--- src/rtl/absmax_quantizer.sv ---
// Block absmax quantizer: buffers BLOCK_BEATS input beats, tracks the block's largest
// magnitude, then replays every beat scaled into signed QUANTIZATION_WIDTH values.
module absmax_quantizer #(
  parameter int IN_WIDTH           = 16,
  parameter int IN_SIZE            = 4,
  parameter int IN_PARALLELISM     = 1,
  parameter int BLOCK_BEATS        = 4,
  parameter int QUANTIZATION_WIDTH = 8,
  parameter int MAX_NUM_WIDTH      = IN_WIDTH
) (
  input  logic                                 clk,
  input  logic                                 rst,
  input  logic signed [IN_WIDTH-1:0]           data_in [IN_SIZE*IN_PARALLELISM],
  input  logic                                 data_in_valid,
  output logic                                 data_in_ready,
  output logic signed [QUANTIZATION_WIDTH-1:0] data_out [IN_SIZE*IN_PARALLELISM],
  output logic [MAX_NUM_WIDTH-1:0]             max_num,
  output logic                                 data_out_last,
  output logic                                 data_out_valid,
  input  logic                                 data_out_ready
);

  localparam int N      = IN_SIZE * IN_PARALLELISM;
  localparam int CNT_W  = (BLOCK_BEATS > 1) ? $clog2(BLOCK_BEATS) : 1;
  localparam int QMAX   = (1 << (QUANTIZATION_WIDTH - 1)) - 1;
  localparam int PROD_W = IN_WIDTH + QUANTIZATION_WIDTH + 1;
  localparam logic [CNT_W-1:0] LAST_IDX = CNT_W'(BLOCK_BEATS - 1);

  typedef enum logic {
    COLLECT,
    EMIT
  } state_t;

  state_t                     state_q;
  logic [CNT_W-1:0]           wrCnt_q;
  logic [CNT_W-1:0]           rdCnt_q;
  logic [CNT_W-1:0]           wrCnt_d;
  logic [CNT_W-1:0]           rdCnt_d;
  logic [MAX_NUM_WIDTH-1:0]   max_q;
  logic [MAX_NUM_WIDTH-1:0]   max_d;
  logic                       inReady_q;
  logic                       outValid_q;
  logic                       outLast_q;
  logic                       inAccept;
  logic                       outAccept;
  logic [MAX_NUM_WIDTH-1:0]   absIn [N];
  logic [MAX_NUM_WIDTH-1:0]   beatMax;
  logic [IN_WIDTH-1:0]        buffer_q [BLOCK_BEATS][N];

  assign data_in_ready  = inReady_q;
  assign data_out_valid = outValid_q;
  assign data_out_last  = outLast_q;
  assign max_num        = max_q;

  assign inAccept  = data_in_valid & inReady_q & (state_q == COLLECT);
  assign outAccept = data_out_ready & outValid_q & (state_q == EMIT);
  assign wrCnt_d   = wrCnt_q + CNT_W'(1);
  assign rdCnt_d   = rdCnt_q + CNT_W'(1);

  // Magnitudes are unsigned, so the most negative input maps to 2^(IN_WIDTH-1) exactly.
  for (genvar g = 0; g < N; g++) begin : gAbs
    logic [IN_WIDTH-1:0] raw;
    assign raw      = data_in[g];
    assign absIn[g] = MAX_NUM_WIDTH'(raw[IN_WIDTH-1] ? (~raw) + IN_WIDTH'(1) : raw);
  end

  always_comb begin
    beatMax = '0;
    for (int i = 0; i < N; i++) begin
      if (absIn[i] > beatMax) beatMax = absIn[i];
    end
  end

  // The first beat of a block restarts the running max instead of folding in the old one.
  always_comb begin
    max_d = beatMax;
    if (wrCnt_q != '0 && max_q > beatMax) max_d = max_q;
  end

  always_ff @(posedge clk) begin
    if (inAccept) begin
      for (int i = 0; i < N; i++) buffer_q[wrCnt_q][i] <= data_in[i];
    end
  end

  always_ff @(posedge clk or posedge rst) begin
    if (rst) begin
      state_q    <= COLLECT;
      wrCnt_q    <= '0;
      rdCnt_q    <= '0;
      max_q      <= '0;
      inReady_q  <= 1'b0;
      outValid_q <= 1'b0;
      outLast_q  <= 1'b0;
    end else begin
      case (state_q)
        COLLECT: begin
          inReady_q <= 1'b1;
          if (inAccept) begin
            max_q <= max_d;
            if (wrCnt_q == LAST_IDX) begin
              state_q    <= EMIT;
              wrCnt_q    <= '0;
              rdCnt_q    <= '0;
              inReady_q  <= 1'b0;
              outValid_q <= 1'b1;
              outLast_q  <= (LAST_IDX == '0);
            end else begin
              wrCnt_q <= wrCnt_d;
            end
          end
        end
        EMIT: begin
          if (outAccept) begin
            if (rdCnt_q == LAST_IDX) begin
              state_q    <= COLLECT;
              rdCnt_q    <= '0;
              inReady_q  <= 1'b1;
              outValid_q <= 1'b0;
              outLast_q  <= 1'b0;
            end else begin
              rdCnt_q   <= rdCnt_d;
              outLast_q <= (rdCnt_d == LAST_IDX);
            end
          end
        end
        default: state_q <= COLLECT;
      endcase
    end
  end

  // Rounded scaling; since |x| <= max the quotient never exceeds QMAX.
  for (genvar g = 0; g < N; g++) begin : gQuant
    logic [IN_WIDTH-1:0]           elem;
    logic [IN_WIDTH-1:0]           elemMag;
    logic [PROD_W-1:0]             numer;
    logic [PROD_W-1:0]             divisor;
    logic [PROD_W-1:0]             quot;
    logic [QUANTIZATION_WIDTH-1:0] mag;
    assign elem    = buffer_q[rdCnt_q][g];
    assign elemMag = elem[IN_WIDTH-1] ? (~elem) + IN_WIDTH'(1) : elem;
    assign numer   = PROD_W'(elemMag) * PROD_W'(QMAX) + PROD_W'(max_q >> 1);
    assign divisor = (max_q == '0) ? PROD_W'(1) : PROD_W'(max_q);
    assign quot    = (max_q == '0) ? '0 : numer / divisor;
    assign mag     = QUANTIZATION_WIDTH'(quot);
    assign data_out[g] = elem[IN_WIDTH-1] ? (~mag) + QUANTIZATION_WIDTH'(1) : mag;
  end

endmodule

--- config.mk ---
export PLATFORM = sky130hd
export DESIGN_NAME = absmax_quantizer
export DESIGN_NICKNAME = d
export VERILOG_FILES = /design/src/rtl/absmax_quantizer.sv
export SDC_FILE = /design/constraint.sdc
export NUM_CORES = 2
export LEC_CHECK = 0
export ABC_AREA = 1
export ABC_CLOCK_PERIOD_IN_PS = 81800
export BUFFER_PORTS_ARGS = -buffer_cell sky130_fd_sc_hd__buf_2
export CAP_MARGIN = 15
export CELL_PAD_IN_SITES_DETAIL_PLACEMENT = 0
export CELL_PAD_IN_SITES_GLOBAL_PLACEMENT = 1
export CORE_AREA = 3 3 537 539
export DETAILED_ROUTE_END_ITERATION = 16
export DIE_AREA = 0 0 540 542
export PLACE_DENSITY = 0.66
export SETUP_SLACK_MARGIN = 0.2
export SLEW_MARGIN = 15
export SYNTH_ARGS = -nofsm -noshare
export SYNTH_HDL_FRONTEND = slang
export SYNTH_SLANG_ARGS = --single-unit
--- constraint.sdc ---
create_clock -name clk -period 81.8 [get_ports clk]
set_clock_uncertainty 0.2 [all_clocks]
set_input_delay 12.27 -clock clk [delete_from_list [all_inputs] [get_ports clk]]
set_output_delay 12.27 -clock clk [all_outputs]
set_load 0.01 [all_outputs]
==> metrics.md <==
| Metric | Value |
|---|---|
| DR WL/cell | 16.0 um |
| Asr flop ratio synth | 0.0857 |
| Critical path's largest stage delay | 0.57 ns |
| Hold EP | max_num[13]$_DFFE_PP0P_ |
| 1st-pass router iterations | 6 |
| DR vias/cell | 4.70 |
| Layout cells sized above 1 | 0.124 |
| Worst EP arrival | 62.46 ns |
| Die area | 0.293 mm2 |
| Seq/Total Area, Yosys | 0.0973 |
| Initial antenna violation count | 4 |
| Worst setup EP type | output port |
| Initial Util | 0.299 |
| Syn. warnings | 0 |
| CP most frequent cell | nand2_1 |
| Worst EP required | 69.33 ns |
| Top-level I/O count | 119 |
| DRT iter0 DRCs | 4468 |
| Seq cells post-synth | 280 |
| H-tree levels | 1 |
| Antenna-violating nets left | 0 |
| Pins over their slew limit | 0 |
| Post-layout nets | 14974 |
| Final worst setup slack | 6.87 ns |
| Hold path startpoint | max_num[13]$_DFFE_PP0P_ |
| Pre-CTS WS | 0.206 ns |
| Ys flop type | edfxtp_1 |
| Syn avg cell area | 6.66 um2 |
| Hpwl dp | 225000 um |
| Largest net degree at the start of global routing | 75 |
| Final Hold Fails | 0 |
| Yosys cell types | 94 |
| Cell taking the most area after synthesis | ha_1 |
| Gate Count Post-Synth | 12796 |
| Clock buffer count from CTS | 27 |
| Die height | 542 um |
| Critical Path Slowest Stage Cell | dfrtp_4 |
| Hold Path Class | reg -> reg |
| Ant. Diodes | 0 |
| Status | finished, final reports clean |
| # DRC | 0 |
| Max Buffers Root-to-Sink | 3 |
| Syn Std Cell Area | 0.0852 mm2 |
| CP Launch Type | register |
| Actual slew at the worst max-slew pin | 1.31 ns |
| Reg2Reg Capture Point | max_num[5]$_DFFE_PP0P_ |
| Gp weighted congestion | 0.865 |
| Filler cell count | 31180 |
| Number of flops mapped to enable cells by yosys | 256 |
| Post-synth top cells | nand2_1, inv_1, ha_1 |
| R2R cell count | 11 |
| CTS tree | yes |
| Worst-path fanout max | 32 |
| Count leader, synth | nand2_1 |
| Relative slew slack | 0.124 |
| Die width | 540 um |
| Worst-path clk slew | 0.07 ns |
| Period minus WS final | 74.93 ns |
| Vias after detailed routing | 80073 |
| CP Class | reg -> out |
| Final Setup Violations | 0 |
| Worst hold slack | 0.324 ns |
| Synth area leaders | ha_1, nand2_1, inv_1 |
| Hold Path Depth | 2 |
| Fin crit share | 0.916 |
| First-pass GRT wire length | 423000 um |
| Port Buffers | 118 |
| Reg2Reg Setup Slack | 78.02 ns |
| Area growth, synth to finish | 12.9% |
| Detailed-route wire length | 272000 um |
| R2r startpoint | max_num[2]$_DFFE_PP0P_ |
| Yosys top cell area share | 0.210 |
| Multi-input logic area | 0.0692 mm2 |
| Core area | 0.284 mm2 |
| Vias in the first global route | 74457 |
| Fmax | 0.0133 GHz |
| Rows | 196 |
| Register area | 0.00829 mm2 |
| Max Cap Viol | 0 |
| GRT Util Overall | 0.178 |
| Remaining Overflow, GRT | 0 |
| Skew-Pair Late Insertion Delay | 0.56 ns |
| Clock sinks | 280 |
| CTS Hold Bufs | 0 |
| Root buf cell | clkbuf_16 |
logic make-up after synthesis:
kind of cell | synth area share
simple gates | 0.264
compound gates | 0.165
buf+inv | 0.110
fa+ha+maj | 0.263
xor+xnor | 0.101
flops | 0.0973
mux | 0.000485
other cells | 0.0000440
state kept, by name, indices dropped and copies added, names as in the netlist:
signal / flops
rdCnt_q: 2
max_num: 16
data_in_ready: 1
state_q: 1
wrCnt_q: 2
data_out_last: 1
data_out_valid: 1
buffer_q: 256
metal layers:
metal  GRT usage  up-vias  part of all wire
met5           0        -                 0
met3     0.00506       86             0.025
met4      0.0132        0            0.0087
li1            -    42827                 -
met2       0.298      967              0.45
met1       0.264    36193              0.52
how the worst max path moves through the flow:
| stage | from | end | slack, ns | depth (start not counted) |
|---|---|---|---|---|
| floorplan | max_num[13]$_DFFE_PP0P_ | data_out[22] | 5.18 | 470 |
| global placement | rdCnt_q[0]$_DFFE_PP0P_ | data_out[22] | 1.32 | 473 |
| detailed placement | rdCnt_q[0]$_DFFE_PP0P_ | data_out[14] | 0.21 | 460 |
| CTS | rdCnt_q[0]$_DFFE_PP0P_ | data_out[14] | 0.27 | 465 |
| global route | rdCnt_q[0]$_DFFE_PP0P_ | data_out[14] | -0.03 | 476 |
| finish | rdCnt_q[0]$_DFFE_PP0P_ | data_out[14] | 6.87 | 470 |
cells in the final DEF, fill, tap and decap left out, types with 256 or more instances in the layout:
master	count
buf_4	485
ha_1	1424
xor2_1	597
inv_1	2028
edfxtp_1	256
o21ai_0	834
nand3_1	473
nand2_1	3010
a21oi_1	744
nor2_1	721
xnor2_1	356
critical path, delay by kind of cell, from the launching register on:
kind / cells / cell delay (ns)
AO/OA/AOI/OAI: 158 / 24.56
AND/OR/NAND/NOR: 185 / 18.59
adder cells (fa/ha/maj): 30 / 10.08
buffers and inverters: 95 / 7.50
flip-flops: 1 / 0.57
XOR/XNOR: 2 / 0.41
final cells by class:
| type | count | share of cell area |
|---|---|---|
| Clock buffer | 33 | 0.00747 |
| Inverter | 2167 | 0.0863 |
| Tap cell | 3762 | 0.0489 |
| Multi-Input combinational cell | 10139 | 0.719 |
| Timing Repair inverter | 7 | 0.000520 |
| Sequential cell | 280 | 0.0862 |
| Timing Repair Buffer | 630 | 0.0490 |
| Clock inverter | 14 | 0.00200 |
through the flow:
step / utilization / cells / TNS, ns / instance area, um2
2_1_floorplan: - / 12799 / 0 / 85200
3_3_place_gp: 0.324 / 16837 / 0 / 92300
3_5_place_dp: 0.324 / 16837 / 0 / 92300
4_1_cts: 0.328 / 16884 / 0 / 93200
5_1_grt: 0.338 / 17032 / -0.0253 / 96200
6_report: 0.338 / 17032 / 0 / 96200
what timing repair did:
action	4_1_cts	5_1_grt
endpoints found under the setup margin	8	32
pin swaps	0	81
gates resized for setup	8	513
gates cloned	0	13
buffers inserted	0	134
Power is not shown: default switching activity piles up to over one toggle a cycle in this logic, so the estimate is an artifact.
